$ cat src/rtl/pc_gen.sv
// Program-counter generator for instruction fetch: boot sequencing, hold, branch redirect with
// a one-entry pending-branch buffer, and flush. Optional target alignment check: PC_ALIGN_CHECK_EN.
module pc_gen #(
    parameter int                ADDR_W   = 32,
    parameter int                STEP     = 4,
    parameter logic [ADDR_W-1:0] RESET_PC = '0
) (
    input  logic              clk,
    input  logic              rst,
    input  logic              stall,
    input  logic              mem_ready,
    input  logic              flush,
    input  logic [ADDR_W-1:0] flush_pc,
    input  logic              branch_flag,
    input  logic [ADDR_W-1:0] branch_pc,
    output logic [ADDR_W-1:0] pc,
    output logic              ce,
    output logic              pend_valid,
    output logic              addr_err
);

    typedef enum logic {
        BOOT = 1'b0,
        RUN  = 1'b1
    } state_t;

    state_t            state_reg, state_next;
    logic [ADDR_W-1:0] pc_reg, pc_next;
    logic [ADDR_W-1:0] pend_pc_reg, pend_pc_next;
    logic              ce_reg, ce_next;
    logic              pend_valid_reg, pend_valid_next;
    logic              addr_err_reg, addr_err_next;

    logic              hold;
    logic [ADDR_W-1:0] flush_tgt, branch_tgt;
    logic              flush_bad, branch_bad;

    assign hold = stall | ~mem_ready;

`ifdef PC_ALIGN_CHECK_EN
    // Low log2(STEP) bits of a target must be zero; mask is all ones when STEP=1.
    localparam logic [ADDR_W-1:0] ALIGN_MASK = ~(ADDR_W'(STEP - 1));

    assign flush_tgt  = flush_pc & ALIGN_MASK;
    assign branch_tgt = branch_pc & ALIGN_MASK;
    assign flush_bad  = |(flush_pc & ~ALIGN_MASK);
    assign branch_bad = |(branch_pc & ~ALIGN_MASK);
`else
    assign flush_tgt  = flush_pc;
    assign branch_tgt = branch_pc;
    assign flush_bad  = 1'b0;
    assign branch_bad = 1'b0;
`endif

    always_ff @(posedge clk or posedge rst) begin
        if (rst) begin
            state_reg      <= BOOT;
            pc_reg         <= RESET_PC;
            pend_pc_reg    <= '0;
            ce_reg         <= 1'b0;
            pend_valid_reg <= 1'b0;
            addr_err_reg   <= 1'b0;
        end else begin
            state_reg      <= state_next;
            pc_reg         <= pc_next;
            pend_pc_reg    <= pend_pc_next;
            ce_reg         <= ce_next;
            pend_valid_reg <= pend_valid_next;
            addr_err_reg   <= addr_err_next;
        end
    end

    always_comb begin
        state_next      = state_reg;
        pc_next         = pc_reg;
        pend_pc_next    = pend_pc_reg;
        ce_next         = ce_reg;
        pend_valid_next = pend_valid_reg;
        addr_err_next   = 1'b0;

        case (state_reg)
            BOOT: begin
                // RESET_PC is presented with ce for the first fetch; no increment yet.
                ce_next    = 1'b1;
                state_next = RUN;
            end
            RUN: begin
                ce_next = 1'b1;
                if (flush) begin
                    pc_next         = flush_tgt;
                    pend_valid_next = 1'b0;
                    addr_err_next   = flush_bad;
                end else if (hold) begin
                    if (branch_flag) begin
                        pend_pc_next    = branch_tgt;
                        pend_valid_next = 1'b1;
                        addr_err_next   = branch_bad;
                    end
                end else if (branch_flag) begin
                    pc_next         = branch_tgt;
                    pend_valid_next = 1'b0;
                    addr_err_next   = branch_bad;
                end else if (pend_valid_reg) begin
                    pc_next         = pend_pc_reg;
                    pend_valid_next = 1'b0;
                end else begin
                    pc_next = pc_reg + ADDR_W'(STEP);
                end
            end
            default: begin
                state_next = BOOT;
            end
        endcase
    end

    assign pc         = pc_reg;
    assign ce         = ce_reg;
    assign pend_valid = pend_valid_reg;
    assign addr_err   = addr_err_reg;

endmodule
$ cat config.mk
export PLATFORM = sky130hd
export DESIGN_NAME = pc_gen
export DESIGN_NICKNAME = d
export VERILOG_FILES = /design/src/rtl/pc_gen.sv
export SDC_FILE = /design/constraint.sdc
export NUM_CORES = 1
export LEC_CHECK = 0
export CORE_MARGIN = 2
export CORE_UTILIZATION = 45
export DETAILED_ROUTE_END_ITERATION = 10
export MAX_ROUTING_LAYER = met4
export PLACE_DENSITY = 0.77
export SLEW_MARGIN = 20
export SYNTH_ARGS = -nofsm -noshare
export SYNTH_HDL_FRONTEND = slang
export SYNTH_SLANG_ARGS = --single-unit
$ cat constraint.sdc
create_clock -name clk -period 2.1 [get_ports clk]
set_clock_uncertainty 0.05 [all_clocks]
set_input_delay 0.315 -clock clk [delete_from_list [all_inputs] [get_ports clk]]
set_output_delay 0.315 -clock clk [all_outputs]
set_load 0.02 [all_outputs]
[Yosys cells after proc, flatten, opt, wreduce, memory -nomap -nowiden]
Index checks and enable logic that the tools add are counted.
W data, S select, Z words.
Cells by class
  $add $sub $neg: 1
  eq/ne operators: 2
  mux-type cells: 7
  bitwise operators: 3
  reduce and logical (&&, ||, !) cells: 3
Operators with widths (number)
  $mux W32: 4
  $add A32 B3 Y32 const B: 1
  $reduce_and A2 Y1: 2
  $reduce_and A4 Y1: 1
  $mux W1: 3
  $ne A3 B3 Y1 const B: 1
  $ne A2 B2 Y1 const B: 1
  $not A1 Y1: 2
  $or A1 B1 Y1: 1
Word-level totals
  register bits: 66
  input bits: 70
  output and inout bits: 35
  word-level logic and storage cells: 20

[Depth between registers and ports, before layout]
Gate-level depths: netlist of the first run.
  word-level depth: 5
  gate-level depth with buffers: 7
  gate-level depth less buffers: 6

[Least setup slack after synthesis of the first run]
Ideal clock, no wire load.
  kind: flip-flop to flip-flop
  start point: reg pc_reg[10], in the netlist pc[10]
  end point: reg pc_reg[27], in the netlist pc[27]
  library setup time: 0.126 ns
  arrival time: 1.705 ns
  data required time: 1.924 ns
  slack: 0.219 ns
  cell stages (with the launch flop): 7
  path buffers: 1
  clock period less this slack: 1.881 ns
  cell sequence: dfrtp_1 buf_2 and4_4 nand4_4 nor4_4 a31oi_1 o32a_1
On the way
  word-level cells in the longest chain between the ends: 5
Ends and longest elaborated chain
  start: declaration: line 28  | logic [ADDR_W-1:0] pc_reg, pc_next;
  start signal: assignment: line 65  | pc_reg <= pc_next;
  $add A32 B3 Y32: line 107  | pc_next = pc_reg + ADDR_W'(STEP);
  $mux W32: line 103  | end else if (pend_valid_reg) begin
  $mux W32: line 99  | end else if (branch_flag) begin
  $mux W32: line 93  | end else if (hold) begin
  $mux W32: line 89  | if (flush) begin
Every way passes these cells. The select of a mux whose other input is x is not followed.
A chain may end at the register's enable or synchronous reset.

[Worst setup path after layout of the first run]
  start point: reg pc_reg[12], in the netlist pc[12]
  end point: reg pc_reg[21], in the netlist pc[21]
Same word-level chain as after synthesis.

==> results of run 1 <==
report_power, final:
| group | leakage (nW) | switching, mW | internal, mW |
|---|---|---|---|
| registers | 0.789 | 0.246 | 1.52 |
| logic | 1.41 | 0.692 | 0.738 |
| clock network | 0.0924 | 0.522 | 0.492 |
per-stage QoR:
stage | hold WS, ns | TNS (ns) | utilization [%] | cells
after global routing | 0.3584 | 0 | 64.53 | 675
after CTS | 0.3191 | 0 | 64.53 | 675
final | 0.2795 | 0 | 64.53 | 675
after global placement | 0.4132 | 0 | 62.46 | 659
after floorplan | 0.3998 | 0 | - | 441
after detailed placement | 0.4366 | -0.007804 | 62.46 | 659
how the worst max path moves through the flow:
stage	start	to
3_5_place_dp	branch_flag	pc[31]
6_report	pc[12]	pc[21]
4_1_cts	pc[6]	pc[6]
3_3_place_gp	branch_flag	pc[31]
5_1_grt	pc[12]	pc[23]
2_1_floorplan	rst	ce
kinds of logic after synthesis:
kind of cell / after synthesis / share of synthesized area (%)
multiplexers: 39 / 10.49
flip-flops: 66 / 40.37
AO/OA/AOI/OAI: 134 / 21.99
XOR/XNOR: 6 / 1.285
other: 2 / 0.1836
adder cells (fa/ha/maj): 1 / 0.3058
buffers and inverters: 39 / 4.098
AND/OR/NAND/NOR: 154 / 21.28
layout make-up:
type	count	area share (%)
Clock buffer	12	2.743
Clock inverter	4	0.4646
Inverter	6	0.3982
Multi-Input combinational cell	336	40.24
Sequential cell	66	29.20
Tap cell	108	2.389
Timing Repair Buffer	143	24.56
layer usage:
metal | up-vias | share of wire (%) | global-route usage (%)
met1 | 2058 | 41 | 33.81
met3 | 31 | 6.6 | 3.233
met2 | 216 | 50 | 43.14
li1 | 1911 | - | -
met4 | 0 | 2.3 | 11.28
met5 | - | 0 | -
worst max-delay path, stage by stage (launching register included):
cell	delay, ns
dfrtp_1	0.53
and4_4	0.33
nand4_4	0.14
nor4_1	0.47
nor2_1	0.08
o31a_1	0.29
cell usage in the layout (no fill, tap or decap), drive strengths merged, types with 4 or more instances in the layout:
cell	instances
a21oi	27
a221oi	17
a31oi	8
o21ai	34
o21a	5
o211ai	4
buf	41
nor2b	11
nand2b	4
and3	7
nor3	19
o22ai	4
nand4	12
mux2i	8
nand2	40
clkbuf	12
clkdlybuf4s50	102
nor2	28
nand3	13
o31a	4
inv	6
nor4	7
and4	6
o22a	4
mux2	31
dfrtp	66
==> reports/results.ini, run 1 <==
[synthesis]
yosys.cell_count.top_type=dfrtp_1
synth_top_area_cell=dfrtp_1
synthArstFlopShare_pct=100.0
netlist_top_cells_area=dfrtp_1, mux2_2, o21ai_0
synthesis.area_mm2=0.004091
synthDistinctLibCells=60
ys_warn_count=0
synth_nets=512
yosysSeqAreaShare_pct=40.37
synth.top_cell.area_share_pct=40.37
ys_seq_elements=66
synth_flop_cell=dfrtp_1
avgSynthCellArea_um2=9.278
synth_cells=441
synth-edff-count=0
yosys-top-cells-count=dfrtp_1, nand2_1, o21ai_0

[timing]
maxSlewHeadroom_pct=67.23
finalCriticalPeriod_ns=1.989
final-hold-violation-count=0
rsz0062_at_grt=false
tightest_slew_ns=0.4870
setup_violations=0
fmax_mhz=502.8
drv_slew=0
setup_slack_ns=0.1113
min_period_over_period_pct=94.70

[pwr]
totalPowerFinal_mw=4.214
leakagePower_nw=2.292
powerDensity_mw_per_mm2=745.1
ir_drop_v=0.0003761

[global_routing]
antenna_found_initial=0
gr-total-overflow=0
globalRouteTotalUtil_pct=26.60
grt_pass1_vias=4121
grt_pass1_wl_mm=20.42
grt_max_degree=67

[cts]
cts-buffers-inserted=9
ctsResizeCount=0
htree_levels=3
cts_hold_buf=0
postCtsSetupRepairBufs=0
cts_max_path_buffers=2
worstSkewPairLatency_ns=0.35
path_clk_slew_ns=0.08
clock-sinks=66
cts_tree=yes
cts_root_buf=clkbuf_8

[status]
status=finished clean

[die]
die_x_um=99.35
dieArea_mm2=0.009870
core_mm2=0.008763
io_pins=105
fp-row-count=34
start_util_pct=46.69
die_y_um=99.35

[cells_and_area]
n_antenna_cell=0
fill_cells=710
ff_latch_area_mm2=0.001652
finish.instance_area_mm2=0.005655
drive_gt1_share_pct=18.52
final_nets=633
multi_input_area_mm2=0.002276
syn2layout_area_growth_pct=38.23

[setup_path]
regToRegSetupSlack_ns=0.11
reg2regPathDepth=5
crit_path_end_kind=flip-flop
worstPathRequired_ns=2.29
rr_startpoint=pc[12]
rr_endpoint=pc[21]
crit_path_start_kind=flip-flop
cp_max_fo=7
arrival_ns=2.18
critPathKind=flip-flop to flip-flop

[run]
drv_cap=0

[route]
routed_wl_mm=12.79
via_per_inst=6.246
drc=0
first_pass_iters=6
drt-initial-drc-count=322
ant_nets=0
avgRoutedWirePerCell_um=18.95
vias=4216

[place]
dp_worst_setup_slack_ns=-0.007804
hpwl_mm=9.382
io_buffers=103
placed_cell_area_mm2=0.005474
globalplace.congestion=0.9059

[hold_path]
hold_path.class=primary input to async pin

(Power assumes the default switching activity.)
==> run 2: changes to the inputs <==
--- a/config.mk
+++ b/config.mk
@@ -6,10 +6,10 @@
 export NUM_CORES = 1
 export LEC_CHECK = 0
 export CORE_MARGIN = 2
-export CORE_UTILIZATION = 45
+export CORE_UTILIZATION = 50
 export DETAILED_ROUTE_END_ITERATION = 10
 export MAX_ROUTING_LAYER = met4
-export PLACE_DENSITY = 0.77
+export PLACE_DENSITY = 0.81
 export SLEW_MARGIN = 20
 export SYNTH_ARGS = -nofsm -noshare
 export SYNTH_HDL_FRONTEND = slang
==> constraint.sdc (replaced) <==
create_clock -name clk -period 2 [get_ports clk]
set_clock_uncertainty 0.05 [all_clocks]
set_input_delay 0.3 -clock clk [delete_from_list [all_inputs] [get_ports clk]]
set_output_delay 0.3 -clock clk [all_outputs]
set_load 0.02 [all_outputs]
==> reports/results.ini, run 2 (synthesis gave the netlist of run 1 again) <==
[global_routing]
antenna_found_initial=0
globalRouteTotalUtil_pct=31.51
grt_pass1_wl_mm=21.22
grt_pass1_vias=4275
gr-total-overflow=0
grt_max_degree=67

[die]
io_pins=105
die_x_um=94.46
die_y_um=94.46
start_util_pct=52.14
fp-row-count=32
core_mm2=0.007848
dieArea_mm2=0.008923

[setup_path]
cp_max_fo=5
critPathKind=flip-flop to primary output
crit_path_end_kind=primary output
arrival_ns=1.59
worstPathRequired_ns=1.65
crit_path_start_kind=flip-flop

[cells_and_area]
n_antenna_cell=0
fin_util_pct=73.95
drive_gt1_share_pct=21.18
final_cell_mix=clkdlybuf4s50_1, dfrtp_1, buf_4
layout.cells.non_filler=678
final_common_cell=clkdlybuf4s50_1
final_nets=642
syn2layout_area_growth_pct=41.83
fill_cells=579

[place]
io_buffers=103
dp_cells=661
globalplace.congestion=0.9515
hpwl_mm=9.364

[status]
status=finished clean

[cts]
cts_tree=yes
path_clk_slew_ns=0.08
cts_max_path_buffers=2
cts-buffers-inserted=9
clock-sinks=66
worstSkewPairLatency_ns=0.35
cts_root_buf=clkbuf_8
htree_levels=3

[timing]
finalCriticalPeriod_ns=1.940
min_period_over_period_pct=97.00
drv_slew=0
setup_violations=0
rsz0062_at_grt=false
final-hold-violation-count=0
fmax_mhz=515.5

[route]
drt-initial-drc-count=384
first_pass_iters=6
ant_nets=0
vias=4349
routed_wl_mm=13.10
drc=0
via_per_inst=6.414
avgRoutedWirePerCell_um=19.32

[pwr]
leakagePower_nw=2.358
powerDensity_mw_per_mm2=835.8
ir_drop_v=0.0004296
totalPowerFinal_mw=4.850

[run]
drv_cap=0

[hold_path]
hold_path.class=primary input to async pin

run 2: changes by cell type in the layout (fill, tap and decap cells not counted), moves of 3 or more:
cell,before,now
dfrtp_1,66,63
bufinv_16,0,3
dfrtp_2,0,3
buf_4,35,45
run 2: power breakdown:
group	switching, mW	internal [mW]	total, mW
logic	0.766	0.807	1.57
registers	0.251	1.60	1.85
clock network	0.532	0.892	1.42
total	1.55	3.30	4.85
run 2: per-layer routing:
metal | vias up | global-route usage [%] | routed length [um]
li1 | 1938 | - | -
met1 | 2096 | 40.37 | 5194
met2 | 270 | 49.76 | 6432
met3 | 45 | 3.591 | 998
met4 | 0 | 15.82 | 476
met5 | - | - | 0
run 2: path summary, 6_finish.rpt:
| path | from | end | slack (ns) | depth (start not counted) |
|---|---|---|---|---|
| worst min-delay path | rst | pc[5] | 0.34 | 3 |
| worst max-delay path | pc[2] | pc[2] | 0.06 | 3 |
| worst max register to register | pc[12] | pc[27] | 0.09 | 5 |
| min in group clk | pend_pc_reg[30] | pend_pc_reg[30] | 0.46 | 1 |
| worst min register to register | pend_pc_reg[30] | pend_pc_reg[30] | 0.46 | 1 |
| max in group asynchronous | rst | pend_pc_reg[18] | 1.25 | 3 |
run 2: timing repair:
action | CTS | global route
endpoints found under the setup margin | 0 | 9
gates resized for setup | 0 | 8
hold endpoints to repair | 0 | 0
buffers inserted | 0 | 1
hold buffers | 0 | 0
run 2: layout make-up:
| cell class | instances | area (um^2) | area share [%] |
|---|---|---|---|
| multi-input cells | 336 | 2298 | 39.61 |
| flip-flops and latches | 66 | 1655 | 28.53 |
| repair buffers | 152 | 1444 | 24.88 |
| clock buffers | 11 | 151.4 | 2.609 |
| well taps | 102 | 127.6 | 2.199 |
| clock inverters | 5 | 100.1 | 1.725 |
| inverters | 6 | 26.28 | 0.4528 |
run 2: per-stage QoR:
step	worst slack [ns]	TNS, ns	hold slack, ns	instance area (um^2)
after floorplan	0.1189	0	0.3940	4095
after global placement	0.009601	0	0.4135	5518
after detailed placement	-0.05021	-0.1373	0.4377	5518
after CTS	0.04033	0	0.3629	5769
after global routing	0.02270	0	0.3995	5803
final	0.06006	0	0.3390	5803
run 2: worst max-delay path: stages (launching register included):
cell and delay (ns):
dfrtp_2 0.45, buf_4 0.14, buf_4 0.13, clkdlybuf4s50_1 0.53
